File: config.mk
export PLATFORM = sky130hd
export DESIGN_NAME = dwa_element_selector_flat
export DESIGN_NICKNAME = d
export VERILOG_FILES = /design/src/rtl/dwa_element_selector_if.sv /design/src/rtl/dwa_element_selector.sv /design/src/flat_wrapper.sv
export SDC_FILE = /design/constraint.sdc
export NUM_CORES = 1
export LEC_CHECK = 0
export BUFFER_PORTS_ARGS = -buffer_cell sky130_fd_sc_hd__buf_2
export CORE_MARGIN = 2
export CORE_UTILIZATION = 25
export DETAILED_ROUTE_END_ITERATION = 16
export GPL_TIMING_DRIVEN = 0
export PLACE_DENSITY = 0.53
export SKIP_LAST_GASP = 1
export SLEW_MARGIN = 20
export SYNTH_ARGS = -nofsm -noshare
export SYNTH_HDL_FRONTEND = slang
export SYNTH_SLANG_ARGS = --single-unit
File: constraint.sdc
create_clock -name clk_i -period 7.6 [get_ports clk_i]
set_clock_uncertainty 0.2 [all_clocks]
set_input_delay 0.76 -clock clk_i [delete_from_list [all_inputs] [get_ports clk_i]]
set_output_delay 0.76 -clock clk_i [all_outputs]
set_load 0.01 [all_outputs]
File: src/rtl/dwa_element_selector_if.sv
// Handshake and data bundle between the notch-filter output, the DWA element
// selector and the unit-element switch block. The slave modport is the
// selector's view of the bundle and the master modport is its environment's view.
interface dwa_element_selector_if #(
    parameter int WIDTH  = 16,
    parameter int N_ELEM = 16
);
    localparam int LEVEL_BITS = $clog2(N_ELEM + 1);
    localparam int PTR_BITS   = $clog2(N_ELEM);

    logic [4*WIDTH-1:0]    sample_i;
    logic                  valid_i;
    logic                  ready_o;
    logic                  dem_en_i;
    logic [N_ELEM-1:0]     elem_en_o;
    logic [LEVEL_BITS-1:0] level_o;
    logic                  sat_o;
    logic [PTR_BITS-1:0]   ptr_o;
    logic                  valid_o;
    logic                  ready_i;

    modport slave (
        input  sample_i, valid_i, dem_en_i, ready_i,
        output ready_o, elem_en_o, level_o, sat_o, ptr_o, valid_o
    );

    modport master (
        output sample_i, valid_i, dem_en_i, ready_i,
        input  ready_o, elem_en_o, level_o, sat_o, ptr_o, valid_o
    );
endinterface

File: src/rtl/dwa_element_selector.sv
// DWA unit-element selector. This block quantizes the wide signed filter
// sample to a level in the range 0..N_ELEM. It then drives that many unit
// elements. In DWA mode the enabled elements start at a rotating pointer, and
// in static mode they form a thermometer code. The block has two pipeline
// stages, and backpressure stalls the whole pipe.
module dwa_element_selector #(
    parameter int WIDTH  = 16,
    parameter int N_ELEM = 16,
    parameter int SHIFT  = 12
) (
    input  logic                     clk_i,
    input  logic                     reset_i,
    dwa_element_selector_if.slave    bus
);
    localparam int LEVEL_BITS = $clog2(N_ELEM + 1);
    localparam int PTR_BITS   = $clog2(N_ELEM);
    localparam int SW         = 4 * WIDTH;
    localparam int EW         = SW + 1;
    localparam logic signed [EW-1:0] HALF_S = EW'(N_ELEM / 2);
    localparam logic signed [EW-1:0] FULL_S = EW'(N_ELEM);

    // Thermometer code: the lowest lvl bits are set.
    function automatic logic [N_ELEM-1:0] thermo_code(input logic [LEVEL_BITS-1:0] lvl);
        logic [N_ELEM-1:0] t;
        t = '0;
        for (int k = 0; k < N_ELEM; k++) begin
            t[k] = (k < int'(lvl));
        end
        return t;
    endfunction

    // Rotate left by p. The index wraps for free because N_ELEM is a power of two.
    function automatic logic [N_ELEM-1:0] rotl(input logic [N_ELEM-1:0] t,
                                               input logic [PTR_BITS-1:0] p);
        logic [N_ELEM-1:0]   r;
        logic [PTR_BITS-1:0] idx;
        r = '0;
        for (int k = 0; k < N_ELEM; k++) begin
            idx    = PTR_BITS'(k) + p;
            r[idx] = t[k];
        end
        return r;
    endfunction

    logic signed [EW-1:0]  w_ext;
    logic signed [EW-1:0]  w_q;
    logic signed [EW-1:0]  w_off;
    logic [LEVEL_BITS-1:0] w_lvl;
    logic                  w_sat;
    logic                  w_stall;
    logic [N_ELEM-1:0]     w_en_nxt;
    logic [PTR_BITS-1:0]   w_ptr_nxt;

    logic                  r_v1;
    logic [LEVEL_BITS-1:0] r_lvl1;
    logic                  r_sat1;
    logic                  r_valid;
    logic [N_ELEM-1:0]     r_en;
    logic [LEVEL_BITS-1:0] r_lvl;
    logic                  r_sat;
    logic [PTR_BITS-1:0]   r_ptr;

    // Sign-extend by one bit so that adding the offset cannot overflow.
    assign w_ext   = $signed({bus.sample_i[SW-1], bus.sample_i});
    assign w_q     = w_ext >>> SHIFT;
    assign w_off   = w_q + HALF_S;
    assign w_stall = r_valid & ~bus.ready_i;

    // Clip the offset level into 0..N_ELEM and flag any clipping.
    always_comb begin
        w_lvl = '0;
        w_sat = 1'b0;
        if (w_off[EW-1]) begin
            w_lvl = '0;
            w_sat = 1'b1;
        end else if (w_off > FULL_S) begin
            w_lvl = LEVEL_BITS'(N_ELEM);
            w_sat = 1'b1;
        end else begin
            w_lvl = w_off[LEVEL_BITS-1:0];
            w_sat = 1'b0;
        end
    end

    // Choose the element pattern and the next pointer for the sample that enters stage 2.
    always_comb begin
        w_en_nxt  = '0;
        w_ptr_nxt = r_ptr;
        if (bus.dem_en_i) begin
            w_en_nxt = rotl(thermo_code(r_lvl1), r_ptr);
            if (r_v1) begin
                w_ptr_nxt = r_ptr + r_lvl1[PTR_BITS-1:0];
            end else begin
                w_ptr_nxt = r_ptr;
            end
        end else begin
            w_en_nxt  = thermo_code(r_lvl1);
            w_ptr_nxt = r_ptr;
        end
    end

    // Pipeline registers: both stages advance together unless the output is stalled.
    always_ff @(posedge clk_i or negedge reset_i) begin
        if (!reset_i) begin
            r_v1    <= 1'b0;
            r_lvl1  <= '0;
            r_sat1  <= 1'b0;
            r_valid <= 1'b0;
            r_en    <= '0;
            r_lvl   <= '0;
            r_sat   <= 1'b0;
            r_ptr   <= '0;
        end else if (!w_stall) begin
            r_v1    <= bus.valid_i;
            r_lvl1  <= w_lvl;
            r_sat1  <= w_sat;
            r_valid <= r_v1;
            r_ptr   <= w_ptr_nxt;
            if (r_v1) begin
                r_en  <= w_en_nxt;
                r_lvl <= r_lvl1;
                r_sat <= r_sat1;
            end else begin
                r_en  <= '0;
                r_lvl <= '0;
                r_sat <= 1'b0;
            end
        end
    end

    assign bus.ready_o   = ~w_stall;
    assign bus.valid_o   = r_valid;
    assign bus.elem_en_o = r_en;
    assign bus.level_o   = r_lvl;
    assign bus.sat_o     = r_sat;
    assign bus.ptr_o     = r_ptr;
endmodule
File: src/flat_wrapper.sv
// flat-port wrapper written by rule: the top's interface ports become plain ports
module dwa_element_selector_flat 
#(
    parameter int WIDTH  = 16,
    parameter int N_ELEM = 16,
    parameter int SHIFT  = 12
)
  (clk_i, reset_i, bus_sample_i, bus_valid_i, bus_dem_en_i, bus_ready_i, bus_ready_o, bus_elem_en_o, bus_level_o, bus_sat_o, bus_ptr_o, bus_valid_o);
  dwa_element_selector_if #(.WIDTH(WIDTH), .N_ELEM(N_ELEM)) bus_i ();
  input  logic clk_i;
  input  logic reset_i;
  input wire logic [$bits(bus_i.sample_i)-1:0] bus_sample_i;
  input wire logic [$bits(bus_i.valid_i)-1:0] bus_valid_i;
  input wire logic [$bits(bus_i.dem_en_i)-1:0] bus_dem_en_i;
  input wire logic [$bits(bus_i.ready_i)-1:0] bus_ready_i;
  output wire logic [$bits(bus_i.ready_o)-1:0] bus_ready_o;
  output wire logic [$bits(bus_i.elem_en_o)-1:0] bus_elem_en_o;
  output wire logic [$bits(bus_i.level_o)-1:0] bus_level_o;
  output wire logic [$bits(bus_i.sat_o)-1:0] bus_sat_o;
  output wire logic [$bits(bus_i.ptr_o)-1:0] bus_ptr_o;
  output wire logic [$bits(bus_i.valid_o)-1:0] bus_valid_o;
  assign bus_i.sample_i = bus_sample_i;
  assign bus_i.valid_i = bus_valid_i;
  assign bus_i.dem_en_i = bus_dem_en_i;
  assign bus_i.ready_i = bus_ready_i;
  assign bus_ready_o = bus_i.ready_o;
  assign bus_elem_en_o = bus_i.elem_en_o;
  assign bus_level_o = bus_i.level_o;
  assign bus_sat_o = bus_i.sat_o;
  assign bus_ptr_o = bus_i.ptr_o;
  assign bus_valid_o = bus_i.valid_o;
  dwa_element_selector #(.WIDTH(WIDTH), .N_ELEM(N_ELEM), .SHIFT(SHIFT)) u_core (.clk_i(clk_i), .reset_i(reset_i), .bus(bus_i));
endmodule
Word-level counts from Yosys, hierarchy flattened:

Cells that the tools add are included.

* equal/unequal tests: 0
* order comparisons: 49
* divide/modulo/power cells: 0
* shift operators: 0
* mux-type cells: 55
* $mul: 0
* reduce and logical (&&, ||, !) cells: 17
* add/subtract/negate cells: 17
* bitwise gates (word level): 4

Operators with widths (count)
* bitwise mux 16 bit: 15
* less-than comparator 4 x 5 -> 1 bit (second input constant): 16
* > comparator 65 x 6 -> 1 bit (second input constant): 1
* demux 1 bit (select 4 bit): 16
* greater-or-equal comparator 4 x 1 -> 1 bit (second input constant): 16
* adder 52 x 5 -> 53 bit (second input constant): 1
* less-than comparator 4 x 5 -> 1 bit (first input constant): 8
* adder 4 bit (first input constant): 8
* 2-to-1 mux 16 bit: 2
* less-than comparator 3 x 5 -> 1 bit (first input constant): 4
* 2-to-1 mux 1 bit: 19
* adder 3 x 4 -> 4 bit (first input constant): 4
* bitwise AND 16 bit: 1
* logical AND 1 bit: 16
* 2-to-1 mux 5 bit: 3
* less-than comparator 1 x 5 -> 1 bit (first input constant): 2
* less-than comparator 2 x 5 -> 1 bit (first input constant): 2
* adder 2 x 4 -> 4 bit (first input constant): 2
* adder 1 x 4 -> 4 bit (first input constant): 1
* adder 4 bit: 1
* AND reduction 3 bit: 1
* inverter 1 bit: 2
* bitwise AND 1 bit: 1

* logic and storage cells: 150
* memories: 0
* RAM bits: 0
* latch bits: 0
* memory bits (read-only): 0
* register bits after elaboration: 34
* bits of input ports: 69
* output and inout port bits: 28

Longest topological paths before layout:

* depth after elaboration: 22
* gate-level depth with buffers: 13
* gate-level depth less buffers: 10

Worst setup path before layout:

No wires, ideal clock.

* path type: input to register
* start: input port bus_sample_i[15]
* end: register u_core.r_lvl1[3]
* path buffers: 1
* library setup time: 0.066 ns
* arrival time: 3.031 ns
* setup slack: 4.302 ns
* data required time: 7.334 ns
* cell stages on the path: 9
* cells stage by stage: ha_1 > buf_2 > nand3_1 > nor4_4 > nand2_1 > or4_1 > a22o_1 > nor4_4 > a22o_1

* cells in the longest elaborated chain, start to end: 4

Ends and longest elaborated chain
* start: declaration: RTL line flat_wrapper.sv:12 `input wire logic [$bits(bus_i.sample_i)-1:0] bus_sample_i;`
* adder 52 x 5 -> 53 bit (*): RTL line dwa_element_selector.sv:66 `assign w_off = w_q + HALF_S;`
* > comparator 65 x 6 -> 1 bit: RTL line dwa_element_selector.sv:76 `end else if (w_off > FULL_S) begin`
* 2-to-1 mux 5 bit: RTL line dwa_element_selector.sv:76
* 2-to-1 mux 5 bit (*): RTL line dwa_element_selector.sv:73 `if (w_off[EW-1]) begin`
* end signal: assignment: RTL line dwa_element_selector.sv:115 `r_lvl1 <= w_lvl;`
* end: declaration: RTL line dwa_element_selector.sv:55 `logic [LEVEL_BITS-1:0] r_lvl1;`

Every way passes the cells marked *; elsewhere a longest branch is shown, timed or not.
A chain may end at the register's enable or synchronous reset.

Worst setup path after layout:

* start: register u_core.r_ptr[1], in the netlist u_core.bus.ptr_o[1]
* end: register u_core.r_en[9], in the netlist u_core.bus.elem_en_o[9]

* cells in the longest elaborated chain, start to end: 22
* elaborated cells on any way between the ends: 113

Ends and longest elaborated chain
* start: declaration: RTL line dwa_element_selector.sv:61 `logic [PTR_BITS-1:0] r_ptr;`
* start signal: assignment: RTL line dwa_element_selector.sv:118 `r_ptr <= w_ptr_nxt;`
* adder 1 x 4 -> 4 bit (tied with other cells): RTL line dwa_element_selector.sv:39 `idx = PTR_BITS'(k) + p;`
* less-than comparator 4 x 5 -> 1 bit (implied by the code) (tied with other cells): RTL line dwa_element_selector.sv:40 `r[idx] = t[k];`
* logical AND 1 bit (implied by the code) or 2-to-1 mux 1 bit (tied branches): RTL line dwa_element_selector.sv:40
* 2-to-1 mux 1 bit (implied by the code) or demux 1 bit (select 4 bit) (tied branches)
* demux 1 bit (select 4 bit) or bitwise AND 16 bit (tied branches)
* bitwise mux 16 bit (14 in a row): RTL line dwa_element_selector.sv:40
* bitwise mux 16 bit (*): RTL line dwa_element_selector.sv:40
* 2-to-1 mux 16 bit (*): RTL line dwa_element_selector.sv:89 `if (bus.dem_en_i) begin`
* 2-to-1 mux 16 bit (*): RTL line dwa_element_selector.sv:119 `if (r_v1) begin`
* end signal: assignment: RTL line dwa_element_selector.sv:120 `r_en <= w_en_nxt;`
* end: declaration: RTL line dwa_element_selector.sv:58 `logic [N_ELEM-1:0] r_en;`

Marks and branches as above.

==> flow_summary.yaml <==
floorplanning:
  die_width_um: 157
  fp.dieH_um: 157
  core-area_mm2: 0.0233
  floorplan.rows: 56
  die_area_mm2: 0.0248
  ioPinCount: 97
  floorplan.initialDensity: 0.253
grt:
  grt_use_total: 0.273
  grt_first_pass_wirelength_um: 50300
  gr-total-overflow: 0
  grt_max_degree: 35
  initial_antenna_violation_count: 0
  grt_pass1_vias: 8024
final_layout:
  layout-drive-gt1-share: 0.128
  layout_commonest_cell: "sky130_fd_sc_hd__nand2_1"
  finalInstanceArea_mm2: 0.00692
  design.final.nets: 1053
  area.growth.synth_to_final_pct: 17.8
  layout_common_cells: "sky130_fd_sc_hd__nand2_1, sky130_fd_sc_hd__buf_2, sky130_fd_sc_hd__a21oi_1, sky130_fd_sc_hd__o21ai_0, sky130_fd_sc_hd__nor2_1"
  insertedDiodeCount: 0
pwr:
  share_seq_of_total_power: 0.181
  power.density_cell_area_mw_per_mm2: 184
  power_frac_comb: 0.592
  clock_power_share: 0.227
  switching_power_uw: 659
  power.internal_uw: 614
  power.leakage_nw: 2.50
  vdd_drop_max_mv: 0.0732
  switching_portion_of_total_power: 0.517
setup_path:
  crit_path_max_fanout: 10
  worst_setup_path_start_kind: "flop"
  worst_setup_path_end_kind: "flop"
  data_required_time_of_the_worst_path_ns: 7.58
  worst-setup-path-type: "flop to flop"
  worst-endpoint-arrival_ns: 4.83
sta:
  finalHoldViolCount: 0
  min_period_over_period: 0.638
  tightest_slew_ns: 1.27
  timing.final.crit_period_ns: 4.85
  max_slew_margin: 0.145
  clock.fmax_mhz: 206
  report.final.slew_viol_count: 0
  finalSetupViolations: 0
  fin_tns_setup_ns: 0
  setup_repair_after_global_routing_missed_its_margin: "no"
drt:
  wl_um: 34200
  detail-route-antenna-nets: 0
  detail_route.iter0.violations: 1227
  total_iterations_of_the_first_detailed_routing_run: 9
  drt-vias-per-instance: 6.57
  drc: 0
  per_cell_routed_wire_length_um: 26.4
  via_count: 8506
synthesis:
  asyncSetResetFlopFracSynth: 1.00
  synth_area_per_cell_um2: 6.66
  ys_dominant_reg_cell: "sky130_fd_sc_hd__dfrtp_1"
  mappedNetlistNets: 962
  synthesis_stage_register_bit_count: 34
  post_syn_instances: 883
  synth-edff-count: 0
  post_synth_instance_area_mm2: 0.00588
  post_synth_num_cell_types: 81
  yosysWarningCount: 0
  sequential_cell_area_fraction_in_the_yosys_report: 0.145
placed_design:
  finalWeightedCongestion: 1.07
  place_area_mm2: 0.00673
  dp.final_hpwl_um: 24800
  io_buffer_count: 82
cts:
  cts.clk_slew.worst_paths_ns: 0.07
  post_cts_buffers: 0
  clkSinkCount: 34
  insertion_delay_ns: 0.31
  cts_buffers: 5
  root_buffer_master: "sky130_fd_sc_hd__clkbuf_16"
  h-tree-depth: 2
  clock_tree_from_tritoncts: "done"
  cts_repair_resize_count: 0
  post_cts_hold_buffer_count: 0
  bufs_on_longest_clock_path: 2
outcome:
  run_status: "completed"
flow_run:
  max_cap_violations: 0
min_path:
  hold_path_class: "flop to flop"
-- cells in the mapped netlist (6+ instances only) --
master,count,area [um^2]
sky130_fd_sc_hd__dfrtp_1,34,851
sky130_fd_sc_hd__a31oi_1,14,87.6
sky130_fd_sc_hd__xor2_1,9,78.8
sky130_fd_sc_hd__and2_1,7,43.8
sky130_fd_sc_hd__or2_2,7,43.8
sky130_fd_sc_hd__o31ai_1,11,82.6
sky130_fd_sc_hd__o2111ai_1,7,61.3
sky130_fd_sc_hd__a221oi_1,9,78.8
sky130_fd_sc_hd__nand2_1,112,420
sky130_fd_sc_hd__a2111oi_0,9,78.8
sky130_fd_sc_hd__ha_1,9,113
sky130_fd_sc_hd__nor4_1,9,56.3
sky130_fd_sc_hd__nor3_1,30,150
sky130_fd_sc_hd__clkbuf_1,61,229
sky130_fd_sc_hd__a21oi_1,79,395
sky130_fd_sc_hd__nand2b_1,7,43.8
sky130_fd_sc_hd__inv_1,22,82.6
sky130_fd_sc_hd__a22oi_1,11,82.6
sky130_fd_sc_hd__o21ai_0,74,370
sky130_fd_sc_hd__nor2b_1,6,37.5
sky130_fd_sc_hd__o221ai_1,24,210
sky130_fd_sc_hd__nor2_1,72,270
sky130_fd_sc_hd__xnor2_1,10,87.6
sky130_fd_sc_hd__o22ai_1,34,213
sky130_fd_sc_hd__o211ai_1,8,60.1
sky130_fd_sc_hd__a211oi_1,9,67.6
sky130_fd_sc_hd__nand4_1,18,113
sky130_fd_sc_hd__or3_1,7,43.8
sky130_fd_sc_hd__nand3_1,39,195
sky130_fd_sc_hd__a21o_1,10,75.1
-- power by group through the flow --
stage	combinational [mW]	clock (mW)	sequential (mW)
6_report	0.754	0.289	0.230
5_1_grt	0.783	0.297	0.234
4_1_cts	0.700	0.294	0.230
3_5_place_dp	0.697	0	0.233
3_3_place_gp	0.717	0	0.231
2_1_floorplan	0.401	0	0.242
-- worst max-delay path, cell delays in order, from the launching register on --
cell and delay [ns]:
sky130_fd_sc_hd__dfrtp_1 0.50, sky130_fd_sc_hd__clkbuf_1 0.39, sky130_fd_sc_hd__clkbuf_1 0.44, sky130_fd_sc_hd__inv_1 0.26
sky130_fd_sc_hd__ha_1 0.32, sky130_fd_sc_hd__a21boi_0 0.19, sky130_fd_sc_hd__xnor2_1 1.03, sky130_fd_sc_hd__nor2_1 0.32
sky130_fd_sc_hd__a211oi_1 0.32, sky130_fd_sc_hd__o311a_1 0.20, sky130_fd_sc_hd__o21ai_0 0.09, sky130_fd_sc_hd__a311oi_1 0.33
sky130_fd_sc_hd__o21ai_1 0.10
-- flip-flops by register name, summed over array words and instances, names as in the netlist --
| register | cells |
|---|---|
| u_core.bus.elem_en_o | 16 |
| u_core.bus.level_o | 5 |
| u_core.r_lvl1 | 5 |
| u_core.bus.ptr_o | 4 |
| u_core.bus.sat_o | 1 |
| u_core.bus.valid_o | 1 |
| u_core.r_sat1 | 1 |
| u_core.r_v1 | 1 |
-- routing by layer --
layer / routed length [um] / track usage / part of all wire
met1: 13000 / 0.346 / 0.38
met2: 14700 / 0.423 / 0.43
met3: 4350 / 0.0697 / 0.13
met4: 2120 / 0.145 / 0.062
met5: 0 / 0 / 0
-- per-stage QoR --
stage | worst slack (ns) | hold WS [ns] | util | std cells | power (mW)
floorplan | 4.30 | 0.264 | - | 883 | 0.643
global placement | 3.14 | 0.251 | 0.288 | 1284 | 0.948
detailed placement | 3.09 | 0.259 | 0.289 | 1286 | 0.930
CTS | 3.03 | 0.273 | 0.298 | 1294 | 1.22
global route | 2.46 | 0.308 | 0.298 | 1294 | 1.31
finish | 2.75 | 0.265 | 0.298 | 1294 | 1.27
-- cells by family (layout without fill, tap and decap cells) --
| kind of cell | count (synthesis) | count (layout) | share of synthesized area |
|---|---|---|---|
| AOI/OAI and AO/OA | 362 | 362 | 0.410 |
| xor gates and xnor gates | 19 | 19 | 0.0283 |
| adders and majority gates | 10 | 10 | 0.0226 |
| buffers and inverters | 92 | 184 | 0.0611 |
| DFF | 34 | 34 | 0.145 |
| muxes | 5 | 5 | 0.00894 |
| and+or+nand+nor | 361 | 361 | 0.324 |
-- cell type report --
type	count	area (um^2)
inverters	22	82.6
well taps	319	399
multi-input cells	757	4700
plain buffers	70	277
clock buffers	5	125
flip-flops and latches	34	851
clock inverters	3	68.8
fillers	2654	16300
repair buffers	84	425
-- path summary, 6_finish.rpt --
path | slack (ns) | from | end | depth (start not counted)
worst max-delay path | 2.75 | u_core.bus.ptr_o[1]$_DFFE_PN0P_ | u_core.bus.elem_en_o[9]$_DFFE_PN0N_ | 12
worst min-delay path | 0.27 | u_core.bus.level_o[0]$_DFFE_PN0N_ | u_core.bus.level_o[0]$_DFFE_PN0N_ | 2
worst max register to register | 2.75 | u_core.bus.ptr_o[1]$_DFFE_PN0P_ | u_core.bus.elem_en_o[9]$_DFFE_PN0N_ | 12
worst min register to register | 0.27 | u_core.bus.level_o[0]$_DFFE_PN0N_ | u_core.bus.level_o[0]$_DFFE_PN0N_ | 2
max in group asynchronous | 6.30 | reset_i | u_core.bus.elem_en_o[4]$_DFFE_PN0N_ | 1
min in group asynchronous | 0.34 | reset_i | u_core.bus.ptr_o[1]$_DFFE_PN0P_ | 1
Note: power is estimated with default switching activity, not from simulation.
